## src/rtl/reg_writeback_pkg.sv

```systemverilog
// Shared constants for the register-file writeback block.
package reg_writeback_pkg;
  localparam int XLEN         = 32;
  localparam int AW           = 5;
  localparam int NREG         = 1 << AW;
  localparam int STARVE_LIMIT = 4;
  localparam int REG_X0       = 0;

  localparam logic RF_WREN_ON  = 1'b0;
  localparam logic RF_WREN_OFF = 1'b1;

  typedef enum logic [1:0] {
    SRC_NONE = 2'd0,
    SRC_ALU  = 2'd1,
    SRC_MEM  = 2'd2
  } wb_src_e;
endpackage

```

## src/rtl/reg_writeback_if.sv

```systemverilog
// Result sources, issue/decode hooks and register-file write port of the writeback block.
interface reg_writeback_if #(
  parameter int XLEN = reg_writeback_pkg::XLEN,
  parameter int AW   = reg_writeback_pkg::AW
);
  logic            alu_valid;
  logic            alu_ready;
  logic [AW-1:0]   alu_rd;
  logic [XLEN-1:0] alu_data;
  logic            mem_valid;
  logic            mem_ready;
  logic [AW-1:0]   mem_rd;
  logic [XLEN-1:0] mem_data;
  logic            iss_valid;
  logic [AW-1:0]   iss_rd;
  logic [AW-1:0]   rs_addr1;
  logic [AW-1:0]   rs_addr2;
  logic            rs1_busy;
  logic            rs2_busy;
  logic            rf_wren;
  logic [AW-1:0]   rf_rd_addr;
  logic [XLEN-1:0] rf_wr;

  modport master (
    output alu_valid, alu_rd, alu_data, mem_valid, mem_rd, mem_data,
           iss_valid, iss_rd, rs_addr1, rs_addr2,
    input  alu_ready, mem_ready, rs1_busy, rs2_busy, rf_wren, rf_rd_addr, rf_wr
  );

  modport slave (
    input  alu_valid, alu_rd, alu_data, mem_valid, mem_rd, mem_data,
           iss_valid, iss_rd, rs_addr1, rs_addr2,
    output alu_ready, mem_ready, rs1_busy, rs2_busy, rf_wren, rf_rd_addr, rf_wr
  );
endinterface

```

## src/rtl/reg_writeback_wb_scoreboard.sv

```systemverilog
// Pending-write vector: one bit per architectural register, x0 never pending.
module wb_scoreboard #(
  parameter int AW = reg_writeback_pkg::AW
) (
  input  logic          clk,
  input  logic          rst,
  input  logic          set_en,
  input  logic [AW-1:0] set_idx,
  input  logic          clr_en,
  input  logic [AW-1:0] clr_idx,
  input  logic [AW-1:0] rd_idx1,
  input  logic [AW-1:0] rd_idx2,
  output logic          busy1,
  output logic          busy2
);
  import reg_writeback_pkg::*;

  localparam int NR = 1 << AW;

  logic [NR-1:1] pend_q;
  logic [NR-1:0] pending;

  // Set is checked after clear so a same-edge re-issue keeps the bit.
  always_ff @(posedge clk or negedge rst) begin
    if (!rst) begin
      pend_q <= '0;
    end else begin
      for (int r = 1; r < NR; r++) begin
        if (clr_en && clr_idx == AW'(r)) pend_q[r] <= 1'b0;
        if (set_en && set_idx == AW'(r)) pend_q[r] <= 1'b1;
      end
    end
  end

  assign pending = {pend_q, 1'b0};
  assign busy1   = pending[rd_idx1];
  assign busy2   = pending[rd_idx2];
endmodule

```

## src/rtl/reg_writeback.sv

```systemverilog
// Arbitrates ALU and load results onto the single register-file write port and
// tracks in-flight destinations for decode hazard stalls.
module reg_writeback #(
  parameter int XLEN         = reg_writeback_pkg::XLEN,
  parameter int AW           = reg_writeback_pkg::AW,
  parameter int STARVE_LIMIT = reg_writeback_pkg::STARVE_LIMIT
) (
  input  logic            clk,
  input  logic            rst,
  reg_writeback_if.slave  wb
);
  import reg_writeback_pkg::*;

  localparam int CW = $clog2(STARVE_LIMIT + 1);

  typedef struct packed {
    logic [AW-1:0]   rd;
    logic [XLEN-1:0] data;
  } wb_req_t;

  logic [CW-1:0]   starve_cnt;
  logic            alu_pri;
  logic            alu_acc;
  logic            mem_acc;
  wb_src_e         src;
  wb_req_t         sel;
  logic            rf_wren_q;
  logic [AW-1:0]   rf_addr_q;
  logic [XLEN-1:0] rf_data_q;

  // MEM normally wins; ALU gets one slot after STARVE_LIMIT refusals in a row.
  assign alu_pri      = (starve_cnt == CW'(STARVE_LIMIT));
  assign wb.mem_ready = ~(wb.alu_valid & alu_pri);
  assign wb.alu_ready = ~wb.mem_valid | alu_pri;
  assign mem_acc      = wb.mem_valid & wb.mem_ready;
  assign alu_acc      = wb.alu_valid & wb.alu_ready;

  always_comb begin
    src = SRC_NONE;
    sel = '{rd: wb.mem_rd, data: wb.mem_data};
    if (mem_acc) begin
      src = SRC_MEM;
    end else if (alu_acc) begin
      src = SRC_ALU;
      sel = '{rd: wb.alu_rd, data: wb.alu_data};
    end
  end

  always_ff @(posedge clk or negedge rst) begin
    if (!rst) begin
      starve_cnt <= '0;
    end else if (!wb.alu_valid || alu_acc) begin
      starve_cnt <= '0;
    end else if (!alu_pri) begin
      starve_cnt <= starve_cnt + 1'b1;
    end
  end

  // x0 results are consumed but never drive the write strobe.
  always_ff @(posedge clk or negedge rst) begin
    if (!rst) begin
      rf_wren_q <= RF_WREN_OFF;
      rf_addr_q <= '0;
      rf_data_q <= '0;
    end else begin
      rf_wren_q <= (src != SRC_NONE && sel.rd != AW'(REG_X0)) ? RF_WREN_ON : RF_WREN_OFF;
      if (src != SRC_NONE) begin
        rf_addr_q <= sel.rd;
        rf_data_q <= sel.data;
      end
    end
  end

  assign wb.rf_wren    = rf_wren_q;
  assign wb.rf_rd_addr = rf_addr_q;
  assign wb.rf_wr      = rf_data_q;

  wb_scoreboard #(.AW(AW)) u_sb (
    .clk     (clk),
    .rst     (rst),
    .set_en  (wb.iss_valid),
    .set_idx (wb.iss_rd),
    .clr_en  (rf_wren_q == RF_WREN_ON),
    .clr_idx (rf_addr_q),
    .rd_idx1 (wb.rs_addr1),
    .rd_idx2 (wb.rs_addr2),
    .busy1   (wb.rs1_busy),
    .busy2   (wb.rs2_busy)
  );
endmodule

```

## src/flat_wrapper.sv

```systemverilog
// flat-port wrapper written by rule: the top's interface ports become plain ports
module reg_writeback_flat import reg_writeback_pkg::*;
#(
  parameter int XLEN         = reg_writeback_pkg::XLEN,
  parameter int AW           = reg_writeback_pkg::AW,
  parameter int STARVE_LIMIT = reg_writeback_pkg::STARVE_LIMIT
)
  (clk, rst, wb_alu_valid, wb_alu_rd, wb_alu_data, wb_mem_valid, wb_mem_rd, wb_mem_data, wb_iss_valid, wb_iss_rd, wb_rs_addr1, wb_rs_addr2, wb_alu_ready, wb_mem_ready, wb_rs1_busy, wb_rs2_busy, wb_rf_wren, wb_rf_rd_addr, wb_rf_wr);
  reg_writeback_if #(.XLEN(XLEN), .AW(AW)) wb_i ();
  input  logic clk;
  input  logic rst;
  input wire logic [$bits(wb_i.alu_valid)-1:0] wb_alu_valid;
  input wire logic [$bits(wb_i.alu_rd)-1:0] wb_alu_rd;
  input wire logic [$bits(wb_i.alu_data)-1:0] wb_alu_data;
  input wire logic [$bits(wb_i.mem_valid)-1:0] wb_mem_valid;
  input wire logic [$bits(wb_i.mem_rd)-1:0] wb_mem_rd;
  input wire logic [$bits(wb_i.mem_data)-1:0] wb_mem_data;
  input wire logic [$bits(wb_i.iss_valid)-1:0] wb_iss_valid;
  input wire logic [$bits(wb_i.iss_rd)-1:0] wb_iss_rd;
  input wire logic [$bits(wb_i.rs_addr1)-1:0] wb_rs_addr1;
  input wire logic [$bits(wb_i.rs_addr2)-1:0] wb_rs_addr2;
  output wire logic [$bits(wb_i.alu_ready)-1:0] wb_alu_ready;
  output wire logic [$bits(wb_i.mem_ready)-1:0] wb_mem_ready;
  output wire logic [$bits(wb_i.rs1_busy)-1:0] wb_rs1_busy;
  output wire logic [$bits(wb_i.rs2_busy)-1:0] wb_rs2_busy;
  output wire logic [$bits(wb_i.rf_wren)-1:0] wb_rf_wren;
  output wire logic [$bits(wb_i.rf_rd_addr)-1:0] wb_rf_rd_addr;
  output wire logic [$bits(wb_i.rf_wr)-1:0] wb_rf_wr;
  assign wb_i.alu_valid = wb_alu_valid;
  assign wb_i.alu_rd = wb_alu_rd;
  assign wb_i.alu_data = wb_alu_data;
  assign wb_i.mem_valid = wb_mem_valid;
  assign wb_i.mem_rd = wb_mem_rd;
  assign wb_i.mem_data = wb_mem_data;
  assign wb_i.iss_valid = wb_iss_valid;
  assign wb_i.iss_rd = wb_iss_rd;
  assign wb_i.rs_addr1 = wb_rs_addr1;
  assign wb_i.rs_addr2 = wb_rs_addr2;
  assign wb_alu_ready = wb_i.alu_ready;
  assign wb_mem_ready = wb_i.mem_ready;
  assign wb_rs1_busy = wb_i.rs1_busy;
  assign wb_rs2_busy = wb_i.rs2_busy;
  assign wb_rf_wren = wb_i.rf_wren;
  assign wb_rf_rd_addr = wb_i.rf_rd_addr;
  assign wb_rf_wr = wb_i.rf_wr;
  reg_writeback #(.XLEN(XLEN), .AW(AW), .STARVE_LIMIT(STARVE_LIMIT)) u_core (.clk(clk), .rst(rst), .wb(wb_i));
endmodule
```

## config.mk

```make
export PLATFORM = sky130hd
export DESIGN_NAME = reg_writeback_flat
export DESIGN_NICKNAME = d
export VERILOG_FILES = /design/src/rtl/reg_writeback_pkg.sv /design/src/rtl/reg_writeback_if.sv /design/src/rtl/reg_writeback_wb_scoreboard.sv /design/src/rtl/reg_writeback.sv /design/src/flat_wrapper.sv
export SDC_FILE = /design/constraint.sdc
export NUM_CORES = 1
export LEC_CHECK = 0
export BUFFER_PORTS_ARGS = -buffer_cell sky130_fd_sc_hd__buf_2
export CORE_MARGIN = 5
export CORE_UTILIZATION = 50
export DETAILED_ROUTE_END_ITERATION = 8
export PLACE_DENSITY = 0.81
export SETUP_SLACK_MARGIN = 0.5
export SKIP_LAST_GASP = 1
export SLEW_MARGIN = 10
export SYNTH_ARGS = -nofsm -noshare
export SYNTH_HDL_FRONTEND = slang
export SYNTH_SLANG_ARGS = --single-unit
```

## constraint.sdc

```tcl
create_clock -name clk -period 2.23 [get_ports clk]
set_input_delay 0.223 -clock clk [delete_from_list [all_inputs] [get_ports clk]]
set_output_delay 0.223 -clock clk [all_outputs]
set_load 0.05 [all_outputs]
```

==> summary.md <==
| Metric | Value |
|---|---|
| Cells taking the most area after synthesis | sky130_fd_sc_hd__dfrtp_1, sky130_fd_sc_hd__a22o_1, sky130_fd_sc_hd__o21ai_0 |
| Critical path class | reg2out |
| Final Max Tran Viols | 0 |
| Clock tree from TritonCTS | done |
| Global-route total usage across every layer | 24.8% |
| Maximum Capacitance Violations | 0 |
| Crit path capture type | output pin |
| Maximum buffer depth of the clock tree | 2 |
| Clock Root Buffer | sky130_fd_sc_hd__clkbuf_8 |
| Mean post-synth cell area | 10.6 um2 |
| Count of filler cells inserted in the layout | 587 |
| Sinks on the clock net | 72 |
| Clock edge transition at the registers on the reported setup and hold paths | 0.07 ns |
| Post-DR vias/cell | 5.76 |
| Combined area of the multi-input logic cells | 0.00186 mm2 |
| Layout cell share with drive strength beyond 1 | 35.7% |
| Cell type with the highest aggregate area in the netlist | sky130_fd_sc_hd__dfrtp_1 |
| Post-DR wirelength/cell | 18.2 um |
| Number of buffers created by CTS | 9 |
| Yosys cell types | 44 |
| Wire length of the first global-routing pass | 17.6 mm |
| Final hold viol count | 0 |
| Slew at the pin closest to its max-slew limit | 0.588 ns |
| Post-Place Cells | 576 |
| Final #Nets | 589 |
| Top-level port count | 136 |
| Crit path max fanout | 3 |
| Final HPWL DP | 8.43 mm |
| Starting DRT DRC Count | 229 |
| Routability-driven placement congestion ratio | 0.871 |
| Horizontal extent of the die | 96.5 um |
| Synthesis warning total | 0 |
| Diodes inserted | 0 |
| Final setup violation count | 0 |
| Setup repair after global routing missed its margin | true |
| Leakage component of the power | 0.00239 uW |
| Worst Path Arrival | 1.84 ns |
| Routed WL | 10.9 mm |
| Ratio of final minimum period to clock period | 92.4% |
| Area of the placeable core | 0.00725 mm2 |
| Data required time of the critical path | 2.01 ns |
| First-pass iteration count of the detailed router | 6 |
| Maximum number of pins on one net before global-route repair | 48 |
| Count of buffers from port buffering | 135 |
| Worst setup skew after layout | 0.00634 ns |
| Slew headroom | 60.8% |
| Initial Utilization | 51.5% |
| Max VDD drop | 0.470 mV |
| FF+latch count, synth | 72 |
| Seq/Total Area, Yosys | 48.2% |
| Power per cell area | 900 mW/mm2 |
| Final critical delay including setup and external delays | 2.06 ns |
| Area of the die | 0.00930 mm2 |
| Run status | complete, no violations |
| DRC errors left | 0 |
| Top-area cell type share of the netlist area | 47.5% |
| Crit start category | flip-flop |
| Number of nets still failing antenna checks after routing | 0 |
| Growth of design area from synthesis to finish | 28.6% |
| Number of levels the H-tree was split into | 3 |
| Chip Height | 96.5 um |
| Register area | 0.00180 mm2 |
| Setup TNS | 0 ns |
| Number of global-route vias before repair | 3584 |
| Post-synthesis instance area | 0.00374 mm2 |
| Vias | 3439 |
| Layout Cells excl Fill | 597 |
| Number of placement rows | 31 |
| Syn Inst Count | 354 |
| Type of the most critical hold path | in2reg |
| Antenna violations before repair | 0 |
| Syn nets | 450 |
| Remaining global-route overflow | 0 |
| Later-pin clock latency in the skew report | 0.34 ns |
| Fmax achieved | 485 MHz |
[routing by layer]
metal  vias to the layer above  share of wire (%)  GRT usage (%)
met5                         -                  0              0
met4                         0                2.4           8.88
met3                        19                9.8           8.52
met2                       167                 49           41.0
met1                      1651                 39           30.2
li1                       1602                  -              -
[path summary, 6_finish.rpt]
check,to,cells after the start,from,slack [ns]
max,wb_rs1_busy,5,u_core.u_sb.pend_q[16]$_DFFE_PN0P_,0.17
min,u_core.wb.rf_wr[27]$_DFFE_PN0N_,2,wb_mem_data[27],0.08
max reg2reg,u_core.wb.rf_wren$_DFF_PN1_,7,u_core.starve_cnt[0]$_DFFE_PN0P_,0.58
min reg2reg,u_core.u_sb.pend_q[23]$_DFFE_PN0P_,2,u_core.u_sb.pend_q[23]$_DFFE_PN0P_,0.54
max in group asynchronous,u_core.u_sb.pend_q[7]$_DFFE_PN0P_,3,rst,1.31
min in group asynchronous,u_core.wb.rf_wr[0]$_DFFE_PN0N_,3,rst,0.41
[cells in the final DEF, fill, tap and decap left out, types with 5 or more instances in the layout]
cell type	instances
sky130_fd_sc_hd__a21o_1	32
sky130_fd_sc_hd__a21oi_1	5
sky130_fd_sc_hd__nand2b_1	12
sky130_fd_sc_hd__buf_4	12
sky130_fd_sc_hd__mux2i_1	22
sky130_fd_sc_hd__inv_1	5
sky130_fd_sc_hd__o21ai_0	55
sky130_fd_sc_hd__a22o_1	32
sky130_fd_sc_hd__clkbuf_8	10
sky130_fd_sc_hd__nand2_1	13
sky130_fd_sc_hd__mux4_2	5
sky130_fd_sc_hd__nor2_1	9
sky130_fd_sc_hd__dfrtp_1	71
sky130_fd_sc_hd__nor2b_1	6
sky130_fd_sc_hd__o21ai_1	12
sky130_fd_sc_hd__buf_2	132
sky130_fd_sc_hd__nand3_1	12
[flip-flops by register name, summed over array words and instances, names as in the netlist]
name / cells
u_core.wb.rf_wr: 32
u_core.u_sb.pend_q: 31
u_core.wb.rf_rd_addr: 5
u_core.starve_cnt: 3
u_core.wb.rf_wren: 1
[per-stage QoR]
step                hold slack, ns  worst slack [ns]  cell area (um2)  total power, uW  utilization [%]
floorplan                  -0.0726             0.398             3760             2710                -
global placement             0.239             0.450             4520             3100             62.3
detailed placement           0.245             0.422             4520             3160             62.3
CTS                         0.0666             0.157             4770             4300             65.8
global route                0.0690            0.0839             4810             4570             66.3
finish                      0.0790             0.170             4810             4320             66.3
[report_power, final]
part	switching, uW	internal, uW
Combinational	785	546
Sequential	260	1610
Clock	461	661
[cell families (layout without fill, tap and decap cells)]
logic type	after synthesis	in the layout	share of synthesized area [%]
and+or+nand+nor	79	79	11.6
buffers and inverters	24	168	3.01
xor gates and xnor gates	1	1	0.234
muxes	30	30	10.4
DFF	72	72	48.2
AOI/OAI and AO/OA	146	146	25.8
adders and majority gates	2	2	0.669
[area by class of cell]
type                    count  share of cell area [%]
repair buffers            147                    16.3
well taps                  99                    2.58
clock buffers              13                    3.10
inverters                   5                   0.391
flip-flops and latches     72                    37.5
multi-input cells         258                    38.8
clock inverters             3                    1.35
[worst max-delay path, cell delays in order (launching register included)]
cell and delay (ns):
sky130_fd_sc_hd__dfrtp_1 0.40, sky130_fd_sc_hd__mux4_2 0.47, sky130_fd_sc_hd__mux2_4 0.28, sky130_fd_sc_hd__nand3b_1 0.09, sky130_fd_sc_hd__nand4_1 0.09, sky130_fd_sc_hd__buf_6 0.17
[Yosys cell counts]
library cell and count:
sky130_fd_sc_hd__a22o_1 32, sky130_fd_sc_hd__o2111ai_1 1, sky130_fd_sc_hd__mux4_1 3, sky130_fd_sc_hd__mux2i_1 22, sky130_fd_sc_hd__a21oi_1 5, sky130_fd_sc_hd__nor3_1 2, sky130_fd_sc_hd__a211oi_1 1, sky130_fd_sc_hd__and3_1 1
sky130_fd_sc_hd__nand4b_1 2, sky130_fd_sc_hd__or2_1 1, sky130_fd_sc_hd__nand4_1 3, sky130_fd_sc_hd__or3_1 4, sky130_fd_sc_hd__buf_2 9, sky130_fd_sc_hd__o211ai_1 1, sky130_fd_sc_hd__a311o_1 1, sky130_fd_sc_hd__or2_2 3
sky130_fd_sc_hd__nand3_1 12, sky130_fd_sc_hd__nand2_1 13, sky130_fd_sc_hd__nor2_1 10, sky130_fd_sc_hd__xnor2_1 1, sky130_fd_sc_hd__a22oi_1 4, sky130_fd_sc_hd__a21o_1 32, sky130_fd_sc_hd__ha_1 2, sky130_fd_sc_hd__and2b_1 1
sky130_fd_sc_hd__dfrtp_1 71, sky130_fd_sc_hd__o21ai_1 12, sky130_fd_sc_hd__inv_1 5, sky130_fd_sc_hd__mux2_2 1, sky130_fd_sc_hd__nor2b_2 1, sky130_fd_sc_hd__a21boi_2 1, sky130_fd_sc_hd__a221oi_1 1, sky130_fd_sc_hd__nor2b_1 6
sky130_fd_sc_hd__buf_4 1, sky130_fd_sc_hd__clkbuf_1 6, sky130_fd_sc_hd__buf_1 2, sky130_fd_sc_hd__nor2_2 1, sky130_fd_sc_hd__mux2_1 1, sky130_fd_sc_hd__o21ai_0 55, sky130_fd_sc_hd__or4_1 2, sky130_fd_sc_hd__buf_6 1
sky130_fd_sc_hd__dfstp_2 1, sky130_fd_sc_hd__nand2b_1 14, sky130_fd_sc_hd__mux4_2 3, sky130_fd_sc_hd__nand3b_1 3
[timing repair]
action / CTS / global route
hold buffers: 1 / 0
hold endpoints to repair: 25 / 0
resized for setup: 5 / 4
pin swaps: 3 / 2
buffers inserted: 2 / 2
setup endpoints to repair: 3 / 29
No activity file was read; power rests on OpenSTA's default activity.
